===== src/rtl/pc_fetch_unit_pkg.sv =====
// Shared types and parameter defaults for the program-counter fetch unit.
package pc_fetch_unit_pkg;

  typedef enum logic [1:0] {
    StIssue = 2'd0,
    StReq   = 2'd1,
    StValid = 2'd2
  } fetch_state_e;

  localparam int unsigned DefaultAddrW   = 32;
  localparam logic [31:0] DefaultResetPc = 32'h0000_0000;
  localparam int unsigned DefaultInc     = 4;

endpackage


===== src/rtl/pc_fetch_unit_pc_register.sv =====
// Program counter flop: synchronous reset, load enable and alignment masking on load.
module pc_fetch_unit_pc_register #(
  parameter int unsigned       ADDR_W     = 32,
  parameter logic [ADDR_W-1:0] RESET_PC   = '0,
  parameter int unsigned       ALIGN_BITS = 2
) (
  input  logic              clk,
  input  logic              rst,
  input  logic              load,
  input  logic [ADDR_W-1:0] load_val,
  output logic [ADDR_W-1:0] pc
);

  localparam logic [ADDR_W-1:0] AlignMask = ~((ADDR_W'(1) << ALIGN_BITS) - ADDR_W'(1));

  logic [ADDR_W-1:0] pc_q;

  always_ff @(posedge clk) begin
    if (rst) begin
      pc_q <= RESET_PC;
    end else if (load) begin
      pc_q <= load_val & AlignMask;
    end
  end

  assign pc = pc_q;

endmodule


===== src/rtl/pc_fetch_unit.sv =====
// Instruction fetch front end: owns the PC, runs the imem req/ack handshake and
// presents fetched instructions to decode, dropping any fetch overtaken by a redirect.
module pc_fetch_unit
  import pc_fetch_unit_pkg::*;
#(
  parameter int unsigned       ADDR_W   = DefaultAddrW,
  parameter logic [ADDR_W-1:0] RESET_PC = ADDR_W'(DefaultResetPc),
  parameter int unsigned       INC      = DefaultInc
) (
  input  logic              clk,
  input  logic              rst,
  input  logic [ADDR_W-1:0] next_pc,
  input  logic              sel_dir,
  output logic [ADDR_W-1:0] pc,
  output logic [ADDR_W-1:0] pc_seq,
  output logic              imem_req,
  output logic [ADDR_W-1:0] imem_addr,
  input  logic              imem_ack,
  input  logic [31:0]       imem_rdata,
  output logic              instr_valid,
  output logic [31:0]       instr,
  output logic [ADDR_W-1:0] instr_pc,
  input  logic              instr_ready
);

  localparam int unsigned AlignBits = $clog2(INC);

  fetch_state_e      state_q;
  logic              squash_q;
  logic              imem_req_q;
  logic [ADDR_W-1:0] imem_addr_q;
  logic              instr_valid_q;
  logic [31:0]       instr_q;
  logic [ADDR_W-1:0] instr_pc_q;
  logic              pc_load;

  assign pc_seq = pc + ADDR_W'(INC);

  // A redirect always moves the PC; otherwise only an accepted instruction advances it.
  assign pc_load = sel_dir | ((state_q == StValid) & instr_ready);

  pc_fetch_unit_pc_register #(
    .ADDR_W    (ADDR_W),
    .RESET_PC  (RESET_PC),
    .ALIGN_BITS(AlignBits)
  ) u_pc_register (
    .clk     (clk),
    .rst     (rst),
    .load    (pc_load),
    .load_val(next_pc),
    .pc      (pc)
  );

  always_ff @(posedge clk) begin
    if (rst) begin
      state_q       <= StIssue;
      squash_q      <= 1'b0;
      imem_req_q    <= 1'b0;
      imem_addr_q   <= '0;
      instr_valid_q <= 1'b0;
      instr_q       <= '0;
      instr_pc_q    <= '0;
    end else begin
      unique case (state_q)
        StIssue: begin
          imem_addr_q <= pc;
          // On a redirect, linger so the address is re-latched from the new PC.
          if (!sel_dir) begin
            state_q    <= StReq;
            imem_req_q <= 1'b1;
          end
        end
        StReq: begin
          if (imem_ack) begin
            imem_req_q <= 1'b0;
            squash_q   <= 1'b0;
            if (!squash_q && !sel_dir) begin
              instr_q       <= imem_rdata;
              instr_pc_q    <= imem_addr_q;
              instr_valid_q <= 1'b1;
              state_q       <= StValid;
            end else begin
              state_q <= StIssue;
            end
          end else if (sel_dir) begin
            // The request stays up; its data is discarded when it returns.
            squash_q <= 1'b1;
          end
        end
        StValid: begin
          if (sel_dir || instr_ready) begin
            instr_valid_q <= 1'b0;
            state_q       <= StIssue;
          end
        end
        default: begin
          state_q <= StIssue;
        end
      endcase
    end
  end

  assign imem_req    = imem_req_q;
  assign imem_addr   = imem_addr_q;
  assign instr_valid = instr_valid_q;
  assign instr       = instr_q;
  assign instr_pc    = instr_pc_q;

  a_next_pc_seq: assert property (@(posedge clk) disable iff (rst) !sel_dir |-> next_pc == pc_seq);

endmodule

===== config.mk =====
export PLATFORM = sky130hd
export DESIGN_NAME = pc_fetch_unit
export DESIGN_NICKNAME = d
export VERILOG_FILES = /design/src/rtl/pc_fetch_unit_pkg.sv /design/src/rtl/pc_fetch_unit_pc_register.sv /design/src/rtl/pc_fetch_unit.sv
export SDC_FILE = /design/constraint.sdc
export NUM_CORES = 1
export LEC_CHECK = 0
export ABC_AREA = 0
export CAP_MARGIN = 15
export CORE_MARGIN = 2
export CORE_UTILIZATION = 41
export DETAILED_ROUTE_END_ITERATION = 6
export PLACE_DENSITY = 0.8
export SLEW_MARGIN = 15
export SYNTH_ARGS = -nofsm -noshare
export SYNTH_HDL_FRONTEND = slang
export SYNTH_SLANG_ARGS = --single-unit

===== constraint.sdc =====
create_clock -name clk -period 2 [get_ports clk]
set_clock_uncertainty 0.15 [all_clocks]
set_input_delay 0.3 -clock clk [delete_from_list [all_inputs] [get_ports clk]]
set_output_delay 0.3 -clock clk [all_outputs]
set_load 0.01 [all_outputs]

Yosys cells after proc, flatten, opt, wreduce, memory -nomap -nowiden
Cells that the tools add are included.
- mux-type cells: 14
- bitwise logic cells: 2
- reduce and logical (&&, ||, !) cells: 13
- eq/ne operators: 6
- add/subtract/negate cells: 1
- operators by type and width (kind ; number):
    32-bit by 3-bit adder with 32-bit output (second input constant) ; 1
    3-bit AND reduction ; 3
    2-bit 2-to-1 mux ; 4
    1-bit 2-to-1 mux ; 7
    2-bit inequality test (second input constant) ; 3
    2-bit case mux with 3 select lines ; 1
    2-bit nonzero test ; 3
    1-bit case mux with 2 select lines ; 2
    4-bit AND reduction ; 1
    2-bit by 1-bit == test with 1-bit output (second input constant) ; 1
    2-bit == test (second input constant) ; 1
    1-bit logical NOT ; 2
    2-bit logical NOT ; 1
    2-bit by 1-bit inequality test with 1-bit output (second input constant) ; 1
    2-bit AND reduction ; 1
    1-bit bitwise AND ; 1
    1-bit logical AND ; 1
    1-bit logical OR ; 1
    1-bit OR ; 1
- output and inout bits: 162
- input port bits: 69
- register bits after elaboration: 127
- logic and storage cells: 44

Depth between registers and ports, before layout
Gate-level depths: netlist of run 1.
- depth after elaboration: 5
- gate-level depth with buffers: 7
- gate-level depth less buffers: 5

By module
A second synthesis of run 1 with hierarchy kept.
- cell total of the unflattened synthesis: 629
- area total of the unflattened synthesis: 5205.0 um^2
- modules (own cells, without submodules) (module ; seq. area each (um^2) ; area each (um^2) ; cells an instance ; times used):
    pc_fetch_unit ; 2021.9 ; 4090.2 ; 529 ; 1
    pc_fetch_unit_pc_register ; 600.6 ; 1114.8 ; 100 ; 1

Least setup slack after synthesis of run 1
OpenSTA, ideal clock, no wires.
- path kind: register -> output
- from: reg u_pc_register.pc_q[9] (netlist: u_pc_register.pc[9])
- to: out pc_seq[23]
- buffers on the path: 0
- setup slack: -0.030 ns
- required time: 1.550 ns
- arrival time: 1.580 ns
- cell stages (with the launch flop): 5
- cells stage by stage: dfxtp_1 nand4_4 nor4b_4 nand4_1 xnor2_1
- word-level cells in the longest chain between the ends: 1
- ends and longest elaborated chain (item ; line ; text):
    start, declared ; pc_fetch_unit_pc_register.sv:16 ; logic [ADDR_W-1:0] pc_q;
    start signal, assigned ; pc_fetch_unit_pc_register.sv:22 ; pc_q <= load_val & AlignMask;
    32-bit by 3-bit adder with 32-bit output ; pc_fetch_unit.sv:37 ; assign pc_seq = pc + ADDR_W'(INC);
    end, declared ; pc_fetch_unit.sv:15 ; output logic [ADDR_W-1:0] pc_seq,
Every way passes these cells.

Worst setup path after layout of run 1
- from: reg u_pc_register.pc_q[3] (netlist: u_pc_register.pc[3])
- to: out pc_seq[17]
The elaborated chain is that of the path after synthesis.

==> results of run 1 <==
-- flip-flops by register name (all words and copies together) (netlist names) --
signal and flops:
state_q 2, instr_valid 1, instr 32, u_pc_register.pc 30
imem_addr 30, imem_req 1, instr_pc 30, squash_q 1
-- cells in the final DEF, fill, tap and decap left out, types with 3 or more instances in the layout --
cell / synthesis / layout
sky130_fd_sc_hd__buf_2: 9 / 26
sky130_fd_sc_hd__clkinvlp_4: 0 / 6
sky130_fd_sc_hd__xnor2_1: 22 / 20
sky130_fd_sc_hd__buf_6: 0 / 3
sky130_fd_sc_hd__dfxtp_1: 127 / 118
sky130_fd_sc_hd__buf_12: 0 / 8
sky130_fd_sc_hd__dfxtp_2: 0 / 9
sky130_fd_sc_hd__clkbuf_16: 0 / 18
sky130_fd_sc_hd__nand4_1: 9 / 9
sky130_fd_sc_hd__nand2_1: 254 / 252
sky130_fd_sc_hd__conb_1: 1 / 8
sky130_fd_sc_hd__nand3_1: 7 / 3
sky130_fd_sc_hd__inv_1: 4 / 4
sky130_fd_sc_hd__nor2_1: 8 / 4
sky130_fd_sc_hd__buf_4: 8 / 54
sky130_fd_sc_hd__and3_1: 5 / 4
sky130_fd_sc_hd__a21oi_1: 125 / 124
sky130_fd_sc_hd__xor2_1: 6 / 5
sky130_fd_sc_hd__clkdlybuf4s50_1: 0 / 188
sky130_fd_sc_hd__inv_6: 0 / 4
-- worst max-delay path: stages (launching register included) --
cell and delay [ns]:
sky130_fd_sc_hd__dfxtp_2 0.33, sky130_fd_sc_hd__and4_1 0.22, sky130_fd_sc_hd__nor4b_4 0.28, sky130_fd_sc_hd__buf_4 0.19, sky130_fd_sc_hd__clkbuf_16 0.13, sky130_fd_sc_hd__nand3_2 0.07, sky130_fd_sc_hd__xnor2_1 0.17, sky130_fd_sc_hd__buf_2 0.16
-- cell families after synthesis --
group | Yosys count | synth area share (%)
xor gates and xnor gates | 28 | 4.926
adders and majority gates | 1 | 0.2513
buffers and inverters | 53 | 4.825
DFF | 127 | 51.07
and+or+nand+nor | 299 | 25.41
other | 1 | 0.07532
AOI/OAI and AO/OA | 131 | 13.45
-- report_power, final --
| group | total, mW | switching [mW] | internal, mW |
|---|---|---|---|
| Combinational | 0.831 | 0.404 | 0.427 |
| Sequential | 2.67 | 0.0544 | 2.62 |
| Clock | 2.93 | 1.21 | 1.72 |
| Total | 6.44 | 1.67 | 4.77 |
-- how the worst min path moves through the flow --
stage / start / end / slack [ns] / cells past startpoint
after floorplan: imem_ack / state_q[0] / 0.27 / 1
after global placement: instr[23] / instr[23] / 0.29 / 2
after detailed placement: instr_pc[31] / instr_pc[31] / 0.30 / 2
after CTS: rst / instr_pc[31] / 0.10 / 2
after global routing: rst / instr[1] / 0.12 / 2
final: rst / instr[22] / 0.11 / 2
-- final cells by class --
cell class / instances / area, um^2
inverter: 4 / 15.01
sequential: 127 / 2554
clock buffer: 17 / 425.4
timing repair buffer: 285 / 2683
fill: 958 / 3577
clock inverter: 15 / 137.6
tap: 147 / 183.9
multi-input combinational: 467 / 2336
-- metal layers --
metal	track usage [%]	vias up	routed length, um
met4	7.886	0	216
met1	29.96	2387	6777
li1	-	2601	-
met2	39.21	205	7359
met5	0	-	0
met3	6.776	20	1240
-- through the flow --
step,setup slack (ns),hold slack (ns),power (mW)
finish,-0.4265,0.1108,6.437
global route,-0.5437,0.1201,6.669
CTS,-0.4612,0.1012,6.479
detailed placement,-0.4129,0.2964,3.577
global placement,-0.3615,0.2909,3.569
floorplan,0.00001221,0.2670,3.060
-- what timing repair did --
item,CTS,global route
pin swaps,12,15
setup buffers,3,2
hold buffers,0,0
cloned,1,0
endpoints found under the setup margin,29,28
gates resized for setup,133,15
==> flow_metrics.tcl, run 1 <==
set metrics [dict create \
    clock_root_buffer "sky130_fd_sc_hd__clkbuf_16" \
    reg2reg_to "instr_pc[12]" \
    postSynthCellCount 640 \
    i_o_pin_total 231 \
    crit_required_ns 1.55 \
    syn_to_final_growth_pct 67.40 \
    leakage_dissipation_nw 3.214 \
    hold_violations 0 \
    grt_antenna_before_repair 0 \
    violations "setup timing" \
    cts_tree "built" \
    antenna-diode-count 0 \
    layout_worst_path_cycle_share_pct 121.3 \
    skew_pair_late_insertion_delay_ns 0.41 \
    endpoint_kind "output pin" \
    floorplan.rows 40 \
    floorplan.initialDensity_pct 41.80 \
    mappedNetlistArea_um2 4979 \
    die_width_um 114.2 \
    drt_pass1_iterations 4 \
    reg2reg_from "state_q[1]" \
    port-buffer-count 220 \
    fin_cells 1062 \
    yosys.area.top_type "sky130_fd_sc_hd__dfxtp_1" \
    clockBufferDepth 2 \
    report.final.setup_viol 23 \
    worst-path-max-fanout 4 \
    placed_cells 1025 \
    vias_per_cell 4.909 \
    cp.arrival_ns 1.98 \
    first_global_vias 4878 \
    ff2ff_setup_slack_ns 0.32 \
    postLayoutCoreUtil_pct 69.97 \
    start_kind "flop" \
    post_drt_wl_per_cell_um 14.68 \
    peakVddDrop_v 0.0004262 \
    numClockSinks 127 \
    global_route_wire_length_before_repair_um 24560 \
    finalMaxSlewViolations 0 \
    finalNetCount 972 \
    drc_errors 0 \
    yosysSeqAreaShare_pct 51.07 \
    place.detailed.hpwl_um 10590 \
    global_route.usage.total_pct 23.75 \
    post-synth-top-area-fraction_pct 51.07 \
    postSynth.asyncResetShare_pct 0 \
    globalRouteOverflowTotal 0 \
    detailedRoute.firstIterationViolations 315 \
    grt_max_degree 52 \
    hold_path_class "in2reg" \
    grt_setup_unrepaired "yes" \
    worst_pin_slew_ns 0.6445 \
    design_area_um2 8334 \
    place.gp.congestion 0.8169 \
    route.final.wire_length_um 15590 \
    setup_ws_ns -0.4265 \
    worstSetupStartpoint "u_pc_register.pc[3]" \
    fin_setup_tns_ns -5.944 \
    cts.htree.levels 4 \
    power_density_nw_per_um2 772.4 \
    period_minus_slack_ns 2.426 \
    synth.top_cells.by_count "254 x sky130_fd_sc_hd__nand2_1, 127 x sky130_fd_sc_hd__dfxtp_1, 125 x sky130_fd_sc_hd__a21oi_1" \
    dominantRegCellSynth "sky130_fd_sc_hd__dfxtp_1" \
    drive_above_1_share_pct 17.38 \
    yosys-top-cells-area "sky130_fd_sc_hd__dfxtp_1 51%, sky130_fd_sc_hd__nand2_1 19%, sky130_fd_sc_hd__a21oi_1 13%" \
    status "finished with violations" \
    clkSlewWorstSetupHoldPaths_ns 0.06 \
    max_clock_freq_mhz 412.1 \
    post_synth_num_cell_types 34 \
    synth.avg_cell_area_um2 7.779 \
    maxCapViolations 0 \
    worst_slew_margin_rel_pct 57.04 \
    crit_type "reg2out" \
    yosys_register_bits 127 \
    synthesis.yosys.warnings 0 \
    last_element_of_the_critical_path "pc_seq[17]" \
    detail-route-antenna-nets 0 \
    routed-via-count 5213 \
    placeableCoreArea_um2 11910 \
    detailed_place.area_um2 7729 \
    floorplan.die.height_um 114.2 \
    die_area_um2 13040 \
    synthMostInstantiatedCell "sky130_fd_sc_hd__nand2_1" \
    r2r.worst_path.cells 5 \
    synth_edf_count 0 \
    cts_inserted_buffers 17 \
]
No activity file was read; power rests on OpenSTA's default activity.
==> inputs of run 2 (changes only) <==
CORE_UTILIZATION = 55   (was 41)
DONT_BUFFER_PORTS = 1   (was unset)
PLACE_DENSITY = 0.7   (was 0.8)
==> run 2 against run 1 <==
The flow finishes with violations (hold timing, setup timing); sequential share of layout area grew 9.3 points; global-route usage up 3.4 points; sequential cell count did not move; combinational power shrank 45%; register-to-register slack lost 0.10 ns; critical path depth fell by 1; largest power group unchanged.
==> flow_metrics.tcl, run 2 (synthesized netlist as in run 1, its figures left out) <==
set metrics [dict create \
    status "finished with violations" \
    violations "hold timing, setup timing" \
    skew_pair_late_insertion_delay_ns 0.50 \
    setup_ws_ns -0.3937 \
    start_kind "flop" \
    worst_slew_margin_rel_pct 56.78 \
    finalMaxSlewViolations 0 \
    cts_tree "built" \
    cp.arrival_ns 1.94 \
    ff2ff_setup_slack_ns 0.22 \
    floorplan.rows 34 \
    hold_violations 124 \
    placeableCoreArea_um2 8763 \
    min_to "instr[1]" \
    globalRouteOverflowTotal 0 \
    mostFrequentLayoutCells "251 x sky130_fd_sc_hd__nand2_1, 124 x sky130_fd_sc_hd__a21oi_1, 118 x sky130_fd_sc_hd__dfxtp_1" \
    layout_worst_path_cycle_share_pct 119.7 \
    finalNetCount 743 \
    cts.hold.buffers_added 3 \
    clock_root_buffer "sky130_fd_sc_hd__clkbuf_8" \
    clockBufferDepth 2 \
    drive_above_1_share_pct 20.15 \
    die_area_um2 9829 \
    numClockSinks 127 \
    cts.htree.levels 4 \
    hold-path-cell-count 1 \
    place.detailed.hpwl_um 8556 \
    cts_inserted_buffers 17 \
    port-buffer-count 0 \
    syn_to_final_growth_pct 28.68 \
    hold_path_class "in2reg" \
    reg2reg_from "state_q[1]" \
    first_global_vias 4216 \
    die_width_um 99.14 \
    detailedRoute.firstIterationViolations 317 \
    crit_type "reg2out" \
    grt_setup_unrepaired "yes" \
    detail-route-antenna-nets 0 \
    post_drt_wl_per_cell_um 17.04 \
    report.final.setup_viol 25 \
    hold-worst-slack_ns -0.2842 \
    crit_required_ns 1.55 \
    global_route_wire_length_before_repair_um 21290 \
    grt_max_degree 128 \
    period_minus_slack_ns 2.394 \
    floorplan.initialDensity_pct 56.81 \
    endpoint_kind "output pin" \
    route.final.wire_length_um 13520 \
    global_route.usage.total_pct 27.16 \
    r2r.worst_path.cells 5 \
    power_density_nw_per_um2 1035 \
    place.gp.congestion 0.7549 \
    leakage_dissipation_nw 2.521 \
    reg2reg_to "instr_pc[21]" \
    clkSlewWorstSetupHoldPaths_ns 0.06 \
    min_from "rst" \
    peakVddDrop_v 0.0006481 \
    final.fill_count 656 \
    max_clock_freq_mhz 417.8 \
    final_common_cell "sky130_fd_sc_hd__nand2_1" \
    floorplan.die.height_um 99.14 \
    maxCapViolations 0 \
    fin_setup_tns_ns -6.704 \
    vias_per_cell 5.624 \
    i_o_pin_total 231 \
    dp_worst_setup_slack_ns -0.01691 \
    drt_pass1_iterations 5 \
    routed-via-count 4460 \
    max_ffs_per_register 32 \
    grt_antenna_before_repair 0 \
    antenna-diode-count 0 \
    finalPower_mw 6.632 \
    worst-path-max-fanout 4 \
    drc_errors 0 \
    worst_pin_slew_ns 0.6482 \
]
==> run 2: worst max path at each step <==
stage                            end                start  slack (ns)
after floorplan           pc_seq[18]  u_pc_register.pc[2]     0.00001
after global placement    pc_seq[31]  u_pc_register.pc[2]      -0.002
after detailed placement  pc_seq[31]  u_pc_register.pc[2]       -0.02
after CTS                 pc_seq[31]  u_pc_register.pc[2]       -0.44
after global routing      pc_seq[31]  u_pc_register.pc[2]       -0.49
final                     pc_seq[31]  u_pc_register.pc[4]       -0.39
==> run 2: report_power, final <==
group	total, mW	switching (mW)	internal, mW
logic	0.454	0.284	0.171
clock network	3.47	1.12	2.35
registers	2.71	0.0883	2.62
total	6.63	1.49	5.14
==> run 2: area by class of cell <==
cell class,count,area (um^2),share of cell area (%)
clock inverter,12,231.5,3.613
clock buffer,19,441.7,6.895
multi-input combinational,467,2546,39.75
inverter,4,15.01,0.2344
tap,108,135.1,2.109
timing repair buffer,56,480.5,7.500
sequential,127,2556,39.90
==> run 2: routing by layer <==
metal  up-vias  part of all wire [%]  track usage, %
li1       2137                     -               -
met1      2096                    39           32.34
met2       204                    50           45.48
met3        23                   9.2           9.065
met4         0                   1.9           10.64
met5         -                     0               0
==> run 2: timing repair <==
item	CTS	global route
hold endpoints to repair	127	124
pin swaps	12	16
gates resized for setup	47	15
buffers inserted	4	4
endpoints found under the setup margin	26	26
==> run 2: stage by stage <==
step / hold WS [ns] / utilization [%] / instances / cell area (um^2)
CTS: -0.3055 / 71.87 / 789 / 6299
detailed placement: 0.2302 / 60.39 / 751 / 5293
global placement: 0.2294 / 60.39 / 751 / 5293
finish: -0.2842 / 73.10 / 793 / 6406
floorplan: 0.2670 / - / 647 / 5006
global route: -0.3179 / 73.10 / 793 / 6406
==> run 2: worst max-delay path, stage by stage (launching register included) <==
cell and delay [ns]:
sky130_fd_sc_hd__dfxtp_1 0.34, sky130_fd_sc_hd__and4_4 0.25, sky130_fd_sc_hd__nor4b_4 0.21, sky130_fd_sc_hd__buf_6 0.16
sky130_fd_sc_hd__nand4_1 0.16, sky130_fd_sc_hd__xnor2_1 0.18, sky130_fd_sc_hd__buf_4 0.14
==> inputs of run 3 (changes only) <==
RECOVER_POWER = 25   (was unset)
==> results of run 3 <==
Same layout as run 2: the final DEF is identical, and so are final timing and power.
